--- src/rtl/alu_exec_unit_if.sv ---
// rtl/alu_exec_unit_if.sv - operand/result handshake bundle for the execute-stage ALU
//
// Signals:
//   in_valid, in_ready        operand handshake (decoder -> ALU)
//   alu_sel[3:0], a, b        operation code and operands
//   out_valid, out_ready      result handshake (ALU -> writeback / branch compare)
//   result, zf, cf, vf, sf    registered result and flags
// Modports: master = upstream/downstream environment, slave = the ALU.
interface alu_exec_unit_if #(
    parameter int XLEN = 32
);
    logic            in_valid;
    logic            in_ready;
    logic [3:0]      alu_sel;
    logic [XLEN-1:0] a;
    logic [XLEN-1:0] b;
    logic            out_valid;
    logic            out_ready;
    logic [XLEN-1:0] result;
    logic            zf;
    logic            cf;
    logic            vf;
    logic            sf;

    modport master (
        output in_valid, alu_sel, a, b, out_ready,
        input  in_ready, out_valid, result, zf, cf, vf, sf
    );

    modport slave (
        input  in_valid, alu_sel, a, b, out_ready,
        output in_ready, out_valid, result, zf, cf, vf, sf
    );
endinterface

--- src/rtl/alu_exec_unit.sv ---
// rtl/alu_exec_unit.sv - execute-stage ALU with registered result/flags and serial shifter
//
// Ports:
//   clk    rising-edge clock
//   rst    asynchronous active-low reset
//   flush  synchronous abort of the in-flight op and the held result
//   bus    alu_exec_unit_if.slave (operand handshake in, result handshake out)
// Option macro ALU_BARREL_SHIFT_EN: when defined, shifts are computed in one cycle
// at accept and the SHIFT state is never entered; otherwise shifts take 1 bit/cycle.
module alu_exec_unit #(
    parameter int XLEN = 32
) (
    input  logic            clk,
    input  logic            rst,
    input  logic            flush,
    alu_exec_unit_if.slave  bus
);
    localparam int SHW = $clog2(XLEN);

    localparam logic [3:0] OP_AND  = 4'b0000;
    localparam logic [3:0] OP_OR   = 4'b0001;
    localparam logic [3:0] OP_ADD  = 4'b0010;
    localparam logic [3:0] OP_XOR  = 4'b0011;
    localparam logic [3:0] OP_SRL  = 4'b0100;
    localparam logic [3:0] OP_SUB  = 4'b0110;
    localparam logic [3:0] OP_SRA  = 4'b0111;
    localparam logic [3:0] OP_SLL  = 4'b1000;
    localparam logic [3:0] OP_SLT  = 4'b1101;
    localparam logic [3:0] OP_SLTU = 4'b1111;

    typedef enum logic [1:0] {
        IDLE  = 2'd0,
        SHIFT = 2'd1,
        HOLD  = 2'd2
    } state_t;

    state_t state, state_n;

    logic [XLEN-1:0] result_q;
    logic            zf_q, cf_q, vf_q, sf_q;

    logic            in_ready_c;
    logic            accept;
    logic            shift_req;
    logic            shift_done;
    logic            wr_en;
    logic [SHW-1:0]  shamt;
    logic [XLEN:0]   sum_add;
    logic [XLEN:0]   sum_sub;
    logic            add_vf, sub_vf, slt_bit;
    logic [XLEN-1:0] imm_res;
    logic            imm_cf, imm_vf;
    logic [XLEN-1:0] wr_res;
    logic            wr_cf, wr_vf;

    assign shamt = bus.b[SHW-1:0];

    assign in_ready_c = rst & ((state == IDLE) | ((state == HOLD) & bus.out_ready));
    assign accept     = bus.in_valid & in_ready_c & ~flush;

    // Carry out of bit XLEN: for SUB it is the "no borrow" bit, i.e. a >= b unsigned.
    assign sum_add = {1'b0, bus.a} + {1'b0, bus.b};
    assign sum_sub = {1'b0, bus.a} + {1'b0, ~bus.b} + {{XLEN{1'b0}}, 1'b1};
    assign add_vf  = (bus.a[XLEN-1] == bus.b[XLEN-1]) & (sum_add[XLEN-1] != bus.a[XLEN-1]);
    assign sub_vf  = (bus.a[XLEN-1] != bus.b[XLEN-1]) & (sum_sub[XLEN-1] != bus.a[XLEN-1]);
    assign slt_bit = sum_sub[XLEN-1] ^ sub_vf;

    // Single-cycle result for everything that completes on the accept edge.
    always_comb begin
        imm_res = '0;
        imm_cf  = 1'b0;
        imm_vf  = 1'b0;
        case (bus.alu_sel)
            OP_AND:  imm_res = bus.a & bus.b;
            OP_OR:   imm_res = bus.a | bus.b;
            OP_XOR:  imm_res = bus.a ^ bus.b;
            OP_ADD: begin
                imm_res = sum_add[XLEN-1:0];
                imm_cf  = sum_add[XLEN];
                imm_vf  = add_vf;
            end
            OP_SUB: begin
                imm_res = sum_sub[XLEN-1:0];
                imm_cf  = sum_sub[XLEN];
                imm_vf  = sub_vf;
            end
            OP_SLT: begin
                imm_res = {{(XLEN-1){1'b0}}, slt_bit};
                imm_cf  = sum_sub[XLEN];
                imm_vf  = sub_vf;
            end
            OP_SLTU: begin
                imm_res = {{(XLEN-1){1'b0}}, ~sum_sub[XLEN]};
                imm_cf  = sum_sub[XLEN];
                imm_vf  = sub_vf;
            end
`ifdef ALU_BARREL_SHIFT_EN
            OP_SRL:  imm_res = bus.a >> shamt;
            OP_SLL:  imm_res = bus.a << shamt;
            OP_SRA:  imm_res = XLEN'($signed(bus.a) >>> shamt);
`else
            // Only reaches the result register when shamt == 0.
            OP_SRL, OP_SLL, OP_SRA: imm_res = bus.a;
`endif
            default: imm_res = '0;
        endcase
    end

`ifdef ALU_BARREL_SHIFT_EN
    assign shift_req  = 1'b0;
    assign shift_done = 1'b0;
    assign wr_res     = imm_res;
    assign wr_cf      = imm_cf;
    assign wr_vf      = imm_vf;
`else
    logic [XLEN-1:0] sh_val, sh_next;
    logic [SHW-1:0]  sh_cnt;
    logic [3:0]      sh_op;
    logic            is_shift;

    assign is_shift   = (bus.alu_sel == OP_SRL) | (bus.alu_sel == OP_SRA) | (bus.alu_sel == OP_SLL);
    assign shift_req  = is_shift & (shamt != '0);
    assign shift_done = (state == SHIFT) & (sh_cnt == SHW'(1)) & ~flush;

    // SRA keeps replicating the latched MSB, which is a[XLEN-1] from accept time.
    always_comb begin
        case (sh_op)
            OP_SLL:  sh_next = {sh_val[XLEN-2:0], 1'b0};
            OP_SRA:  sh_next = {sh_val[XLEN-1], sh_val[XLEN-1:1]};
            default: sh_next = {1'b0, sh_val[XLEN-1:1]};
        endcase
    end

    always_ff @(posedge clk or negedge rst) begin
        if (!rst) begin
            sh_val <= '0;
            sh_cnt <= '0;
            sh_op  <= '0;
        end else if (flush) begin
            sh_cnt <= '0;
        end else if (accept && shift_req) begin
            sh_val <= bus.a;
            sh_cnt <= shamt;
            sh_op  <= bus.alu_sel;
        end else if (state == SHIFT) begin
            sh_val <= sh_next;
            sh_cnt <= sh_cnt - 1'b1;
        end
    end

    assign wr_res = shift_done ? sh_next : imm_res;
    assign wr_cf  = shift_done ? 1'b0    : imm_cf;
    assign wr_vf  = shift_done ? 1'b0    : imm_vf;
`endif

    assign wr_en = (accept & ~shift_req) | shift_done;

    always_ff @(posedge clk or negedge rst) begin
        if (!rst) begin
            state <= IDLE;
        end else begin
            state <= state_n;
        end
    end

    always_comb begin
        state_n = state;
        case (state)
            IDLE, HOLD: begin
                if (accept) begin
                    state_n = shift_req ? SHIFT : HOLD;
                end else if (state == HOLD && bus.out_ready) begin
                    state_n = IDLE;
                end
            end
            SHIFT: begin
                if (shift_done) begin
                    state_n = HOLD;
                end
            end
            default: state_n = IDLE;
        endcase
        if (flush) begin
            state_n = IDLE;
        end
    end

    // Result/flags only change on a completing op; flush leaves them untouched.
    always_ff @(posedge clk or negedge rst) begin
        if (!rst) begin
            result_q <= '0;
            zf_q     <= 1'b0;
            cf_q     <= 1'b0;
            vf_q     <= 1'b0;
            sf_q     <= 1'b0;
        end else if (wr_en) begin
            result_q <= wr_res;
            zf_q     <= (wr_res == '0);
            cf_q     <= wr_cf;
            vf_q     <= wr_vf;
            sf_q     <= wr_res[XLEN-1];
        end
    end

    assign bus.in_ready  = in_ready_c;
    assign bus.out_valid = (state == HOLD);
    assign bus.result    = result_q;
    assign bus.zf        = zf_q;
    assign bus.cf        = cf_q;
    assign bus.vf        = vf_q;
    assign bus.sf        = sf_q;
endmodule

--- src/flat_wrapper.sv ---
// flat-port wrapper written by rule: the top's interface ports become plain ports
module alu_exec_unit_flat 
#(
    parameter int XLEN = 32
)
  (clk, rst, flush, bus_in_valid, bus_alu_sel, bus_a, bus_b, bus_out_ready, bus_in_ready, bus_out_valid, bus_result, bus_zf, bus_cf, bus_vf, bus_sf);
  alu_exec_unit_if #(.XLEN(XLEN)) bus_i ();
  input  logic clk;
  input  logic rst;
  input  logic flush;
  input wire logic [$bits(bus_i.in_valid)-1:0] bus_in_valid;
  input wire logic [$bits(bus_i.alu_sel)-1:0] bus_alu_sel;
  input wire logic [$bits(bus_i.a)-1:0] bus_a;
  input wire logic [$bits(bus_i.b)-1:0] bus_b;
  input wire logic [$bits(bus_i.out_ready)-1:0] bus_out_ready;
  output wire logic [$bits(bus_i.in_ready)-1:0] bus_in_ready;
  output wire logic [$bits(bus_i.out_valid)-1:0] bus_out_valid;
  output wire logic [$bits(bus_i.result)-1:0] bus_result;
  output wire logic [$bits(bus_i.zf)-1:0] bus_zf;
  output wire logic [$bits(bus_i.cf)-1:0] bus_cf;
  output wire logic [$bits(bus_i.vf)-1:0] bus_vf;
  output wire logic [$bits(bus_i.sf)-1:0] bus_sf;
  assign bus_i.in_valid = bus_in_valid;
  assign bus_i.alu_sel = bus_alu_sel;
  assign bus_i.a = bus_a;
  assign bus_i.b = bus_b;
  assign bus_i.out_ready = bus_out_ready;
  assign bus_in_ready = bus_i.in_ready;
  assign bus_out_valid = bus_i.out_valid;
  assign bus_result = bus_i.result;
  assign bus_zf = bus_i.zf;
  assign bus_cf = bus_i.cf;
  assign bus_vf = bus_i.vf;
  assign bus_sf = bus_i.sf;
  alu_exec_unit #(.XLEN(XLEN)) u_core (.clk(clk), .rst(rst), .flush(flush), .bus(bus_i));
endmodule
--- config.mk ---
export PLATFORM = sky130hd
export DESIGN_NAME = alu_exec_unit_flat
export DESIGN_NICKNAME = d
export VERILOG_FILES = /design/src/rtl/alu_exec_unit_if.sv /design/src/rtl/alu_exec_unit.sv /design/src/flat_wrapper.sv
export SDC_FILE = /design/constraint.sdc
export NUM_CORES = 1
export LEC_CHECK = 0
export BUFFER_PORTS_ARGS = -buffer_cell sky130_fd_sc_hd__buf_2
export CAP_MARGIN = 20
export CORE_UTILIZATION = 50
export CTS_BUF_LIST = sky130_fd_sc_hd__clkbuf_8 sky130_fd_sc_hd__clkbuf_16
export DETAILED_ROUTE_END_ITERATION = 6
export PLACE_DENSITY = 0.71
export RECOVER_POWER = 50
export SLEW_MARGIN = 20
export SYNTH_ARGS = -nofsm -noshare
export SYNTH_HDL_FRONTEND = slang
export SYNTH_SLANG_ARGS = --single-unit
--- constraint.sdc ---
create_clock -name clk -period 3.5 [get_ports clk]
set_input_delay 0.525 -clock clk [delete_from_list [all_inputs] [get_ports clk]]
set_output_delay 0.525 -clock clk [all_outputs]
set_load 0.05 [all_outputs]
==> results.md <==
* DR vias/cell at 6.332
* Share of power burned in registers at 26.7%
* Max_cap viols at 1
* Setup TNS Final at -1.284 ns
* Hold crit path type: register to register
* Worst Reg-to-Reg Cells at 16
* Synthesized-area fraction occupied by adder cells at 13.45%
* Die height at 144.9 um
* Cell-internal power at 0.002933 W
* Via Count at 13,250
* Fillers at 1,493
* Row count at 51
* Worst Setup EP: u_core.bus.zf$_DFFE_PN0P_
* Worst slew pin tran at 1.519 ns
* EDFF count, synth at 0
* Max Transition Viols Final at 59
* Final hold viol count at 0
* RSZ-0062 raised after global routing: yes
* NetSw at 0.002497 W
* Io pins at 111
* Cell mode on critical path: a21oi_2
* Multi-input logic area at 8049 um^2
* Switch share at 45.98%
* Total wire length at 46,380 um
* Total gr overflow at 0
* HPWL after DPL at 35,430 um
* Final #Nets at 2,003
* Clock slew at reported path FFs at 0.07 ns
* Buffers on Ports at 110
* Crit path required time at 3.74 ns
* Synth warnings at 0
* Global-route wire length before repair at 70,490 um
* LEAKAGE at 7.032 nW
* Syn avg cell area at 7.471 um^2
* N_diodes at 0
* R2R setup slack at -0.28 ns
* Async SR Flop Fraction at 100.0%
* Ys flop type: dfrtp_1
* Crit-path max FO at 4
* Most common cell after layout, fill and taps aside: buf_4
* Combinational Power Share at 56.3%
* CTS tree: done
* CP startpoint kind: input pin
* Commonest non-fill, non-tap cells in the layout: buf_4 (403), nor2_1 (136), nand2_1 (132), a21oi_1 (105), buf_2 (85)
* Total track usage at 42.59%
* Layout cells sized above 1 at 36.18%
* Area of the mapped netlist at 10,210 um^2
* Reg-to-Reg End: u_core.bus.zf$_DFFE_PN0P_
* Worst skew pair latency at 0.35 ns
* Power Dens Cells at 362.9 nW/um^2
* Synthesis-stage register bit count at 78
* Clock buffer depth at 2
* CTS Hold Buffers Added at 0
* Synth Area in Compound Gates at 32.76%
* Global placer's final weighted congestion at 1.030
* WL per Instance at 22.17 um
* CTS Buf Count at 9
* Crit path kind: input pin to register
* Worst reg2reg path startpoint: u_core.sh_cnt[1]$_DFFE_PN0P_
* Minimum clock period after layout at 4.038 ns
* Hold slack final at 0.4792 ns
* Post-Syn Nets at 1,548
* Slowest CP cell: o211ai_1
* Die area at 21,000 um^2
* Worst path arrival time at 4.28 ns
* Clock root buffer: clkbuf_16
* Mapped Cells at 1,367
* Post-route DRC at 0
* Max Fclk at 0.2477 GHz
* Final setup fails at 5
* CTS H-tree depth at 3
* Chip width at 144.9 um
* Post-synth top area share at 19.11%
* First-pass DRT Iterations at 7
* Post-synth cell types at 98
* Post-synthesis sequential area ratio at 19.11%
* CP endpoint kind: register
* Register area at 1952 um^2
* Final worst slack at -0.5375 ns
* Status: finished, violations left
* CP startpoint: bus_b[1]
* Worst clock skew at 0.01029 ns
* Simple-gate share of the synthesized area at 21.09%
* Initial Utilization at 51.79%
* Initial antenna violation count at 0
* Worst VDD drop at 253.3 uV
* P&R area growth vs syn at 46.52%
* Initial DRC count at 1,531
* Core Footprint at 19,720 um^2
* Main combinational cell family by area after synthesis: compound AO/OA/AOI/OAI gates
* Slew Limit Headroom at -1.248%
* Vias in the first global route at 12,890
* CP Cell Sequence: buf_8 -> inv_8 -> ha_4 -> o21bai_4 -> o211ai_1 -> a211oi_4 -> o21ai_4 -> nand3_2 -> a21o_1 -> a21oi_1 -> o21ai_1 -> a21oi_2 -> o21bai_2 -> fa_2 -> o22ai_2 -> a22oi_1 -> o22ai_1 -> a32oi_1 -> o31ai_1 -> a21oi_2 -> and4_1 -> and4bb_1 -> a32o_2
* Largest net degree at the start of global routing at 59
* Mux cell area share after synthesis at 4.692%
* Fin crit share at 115.4%
* Critical Path Max Stage Delay at 0.46 ns
* Post-DRT Antenna Nets at 0
* Area contributors post-synth: dfrtp_1 (19%), ha_1 (13%), a21oi_1 (5.8%)
* Most area-hungry cell type in the Yosys netlist: dfrtp_1
* Clock share of power at 16.9%
* Sink Count at 78
* Post-synthesis xor/xnor area fraction at 1.201%
* Failing checks: max-capacitance violations, max-slew violations, negative setup slack
per-stage QoR:
stage                     setup slack (ns)  cells  area, um^2  power [W]  utilization (%)
final                              -0.5375   2092       14960   0.005430            75.89
after global routing               -0.5867   2092       14960   0.005675            75.89
after CTS                          -0.4392   2083       14580   0.005262            73.92
after detailed placement            -1.031   2059       14060   0.004296            71.33
after global placement             -0.8171   2059       14060   0.004230            71.33
after floorplan                    -0.3513   1367       10470   0.003075                -
logic make-up (layout without fill, tap and decap cells):
| group | count (synthesis) | in the layout |
|---|---|---|
| mux | 47 | 47 |
| flops | 78 | 78 |
| xor+xnor | 14 | 14 |
| buf+inv | 194 | 654 |
| fa+ha+maj | 108 | 108 |
| compound gates | 482 | 482 |
| simple gates | 444 | 444 |
per-layer routing:
layer / wire length, um / GRT usage (%) / up-vias
li1: - / - / 5958
met1: 17820 / 54.31 / 6213
met2: 21170 / 69.21 / 846
met3: 4593 / 7.390 / 229
met4: 2796 / 21.01 / 0
met5: 0 / 0 / -
worst max-delay path, delay by kind of cell:
kind / cells / cell delay [ns]
simple gates: 3 / 0.48
buf+inv: 2 / 0.13
fa+ha+maj: 2 / 0.68
compound gates: 16 / 2.45
worst min-delay path by stage:
stage,from,end,slack (ns),cells past startpoint
2_1_floorplan,rst,u_core.bus.cf$_DFFE_PN0P_,0.23,0
3_3_place_gp,u_core.bus.result[29]$_DFFE_PN0P_,u_core.bus.result[29]$_DFFE_PN0P_,0.46,2
3_5_place_dp,u_core.bus.result[29]$_DFFE_PN0P_,u_core.bus.result[29]$_DFFE_PN0P_,0.46,2
4_1_cts,rst,u_core.sh_val[25]$_DFFE_PN0P_,0.20,2
5_1_grt,u_core.bus.result[22]$_DFFE_PN0P_,u_core.bus.result[22]$_DFFE_PN0P_,0.52,2
6_report,u_core.bus.result[29]$_DFFE_PN0P_,u_core.bus.result[29]$_DFFE_PN0P_,0.48,2
power groups by stage:
stage / clock network (W) / registers [W] / logic, W
after global routing: 0.000954 / 0.00147 / 0.00325
after CTS: 0.000920 / 0.00143 / 0.00291
after detailed placement: 0 / 0.00144 / 0.00286
final: 0.000920 / 0.00145 / 0.00306
after floorplan: 0 / 0.00170 / 0.00137
after global placement: 0 / 0.00143 / 0.00280
flip-flops by register name, summed over array words and instances (netlist names):
| register | flops |
|---|---|
| u_core.state | 2 |
| u_core.sh_val | 32 |
| u_core.bus.sf | 1 |
| u_core.bus.zf | 1 |
| u_core.sh_op | 4 |
| u_core.bus.result | 31 |
| u_core.bus.cf | 1 |
| u_core.sh_cnt | 5 |
| u_core.bus.vf | 1 |
cells in the mapped netlist (all sizes together), types with 10 or more instances:
master	number
a31oi	17
o31ai	19
and3	14
a211oi	23
o21ai	86
o211ai	15
o221ai	33
a21oi	119
and2	11
mux2i	40
a21o	13
inv	104
nor4	11
o22ai	16
a221oi	23
xnor2	11
ha	105
o21bai	15
nand2	132
a22oi	16
nor2b	15
buf	37
nand4	10
dfrtp	78
nand3	16
nor3	27
nand2b	17
clkbuf	52
nor2	140
layout make-up:
type / instances / share of cell area (%)
multi-input cells: 1095 / 53.79
repair buffers: 533 / 26.11
flip-flops and latches: 78 / 13.04
inverters: 105 / 2.935
well taps: 265 / 2.216
clock buffers: 9 / 1.505
clock inverters: 7 / 0.3930
repair_timing:
| action | in CTS | in global routing |
|---|---|---|
| setup endpoints to repair | 7 | 9 |
| pin swaps | 28 | 50 |
| buffers inserted | 8 | 18 |
| resized for setup | 41 | 78 |
No activity file was read; power rests on OpenSTA's default activity.
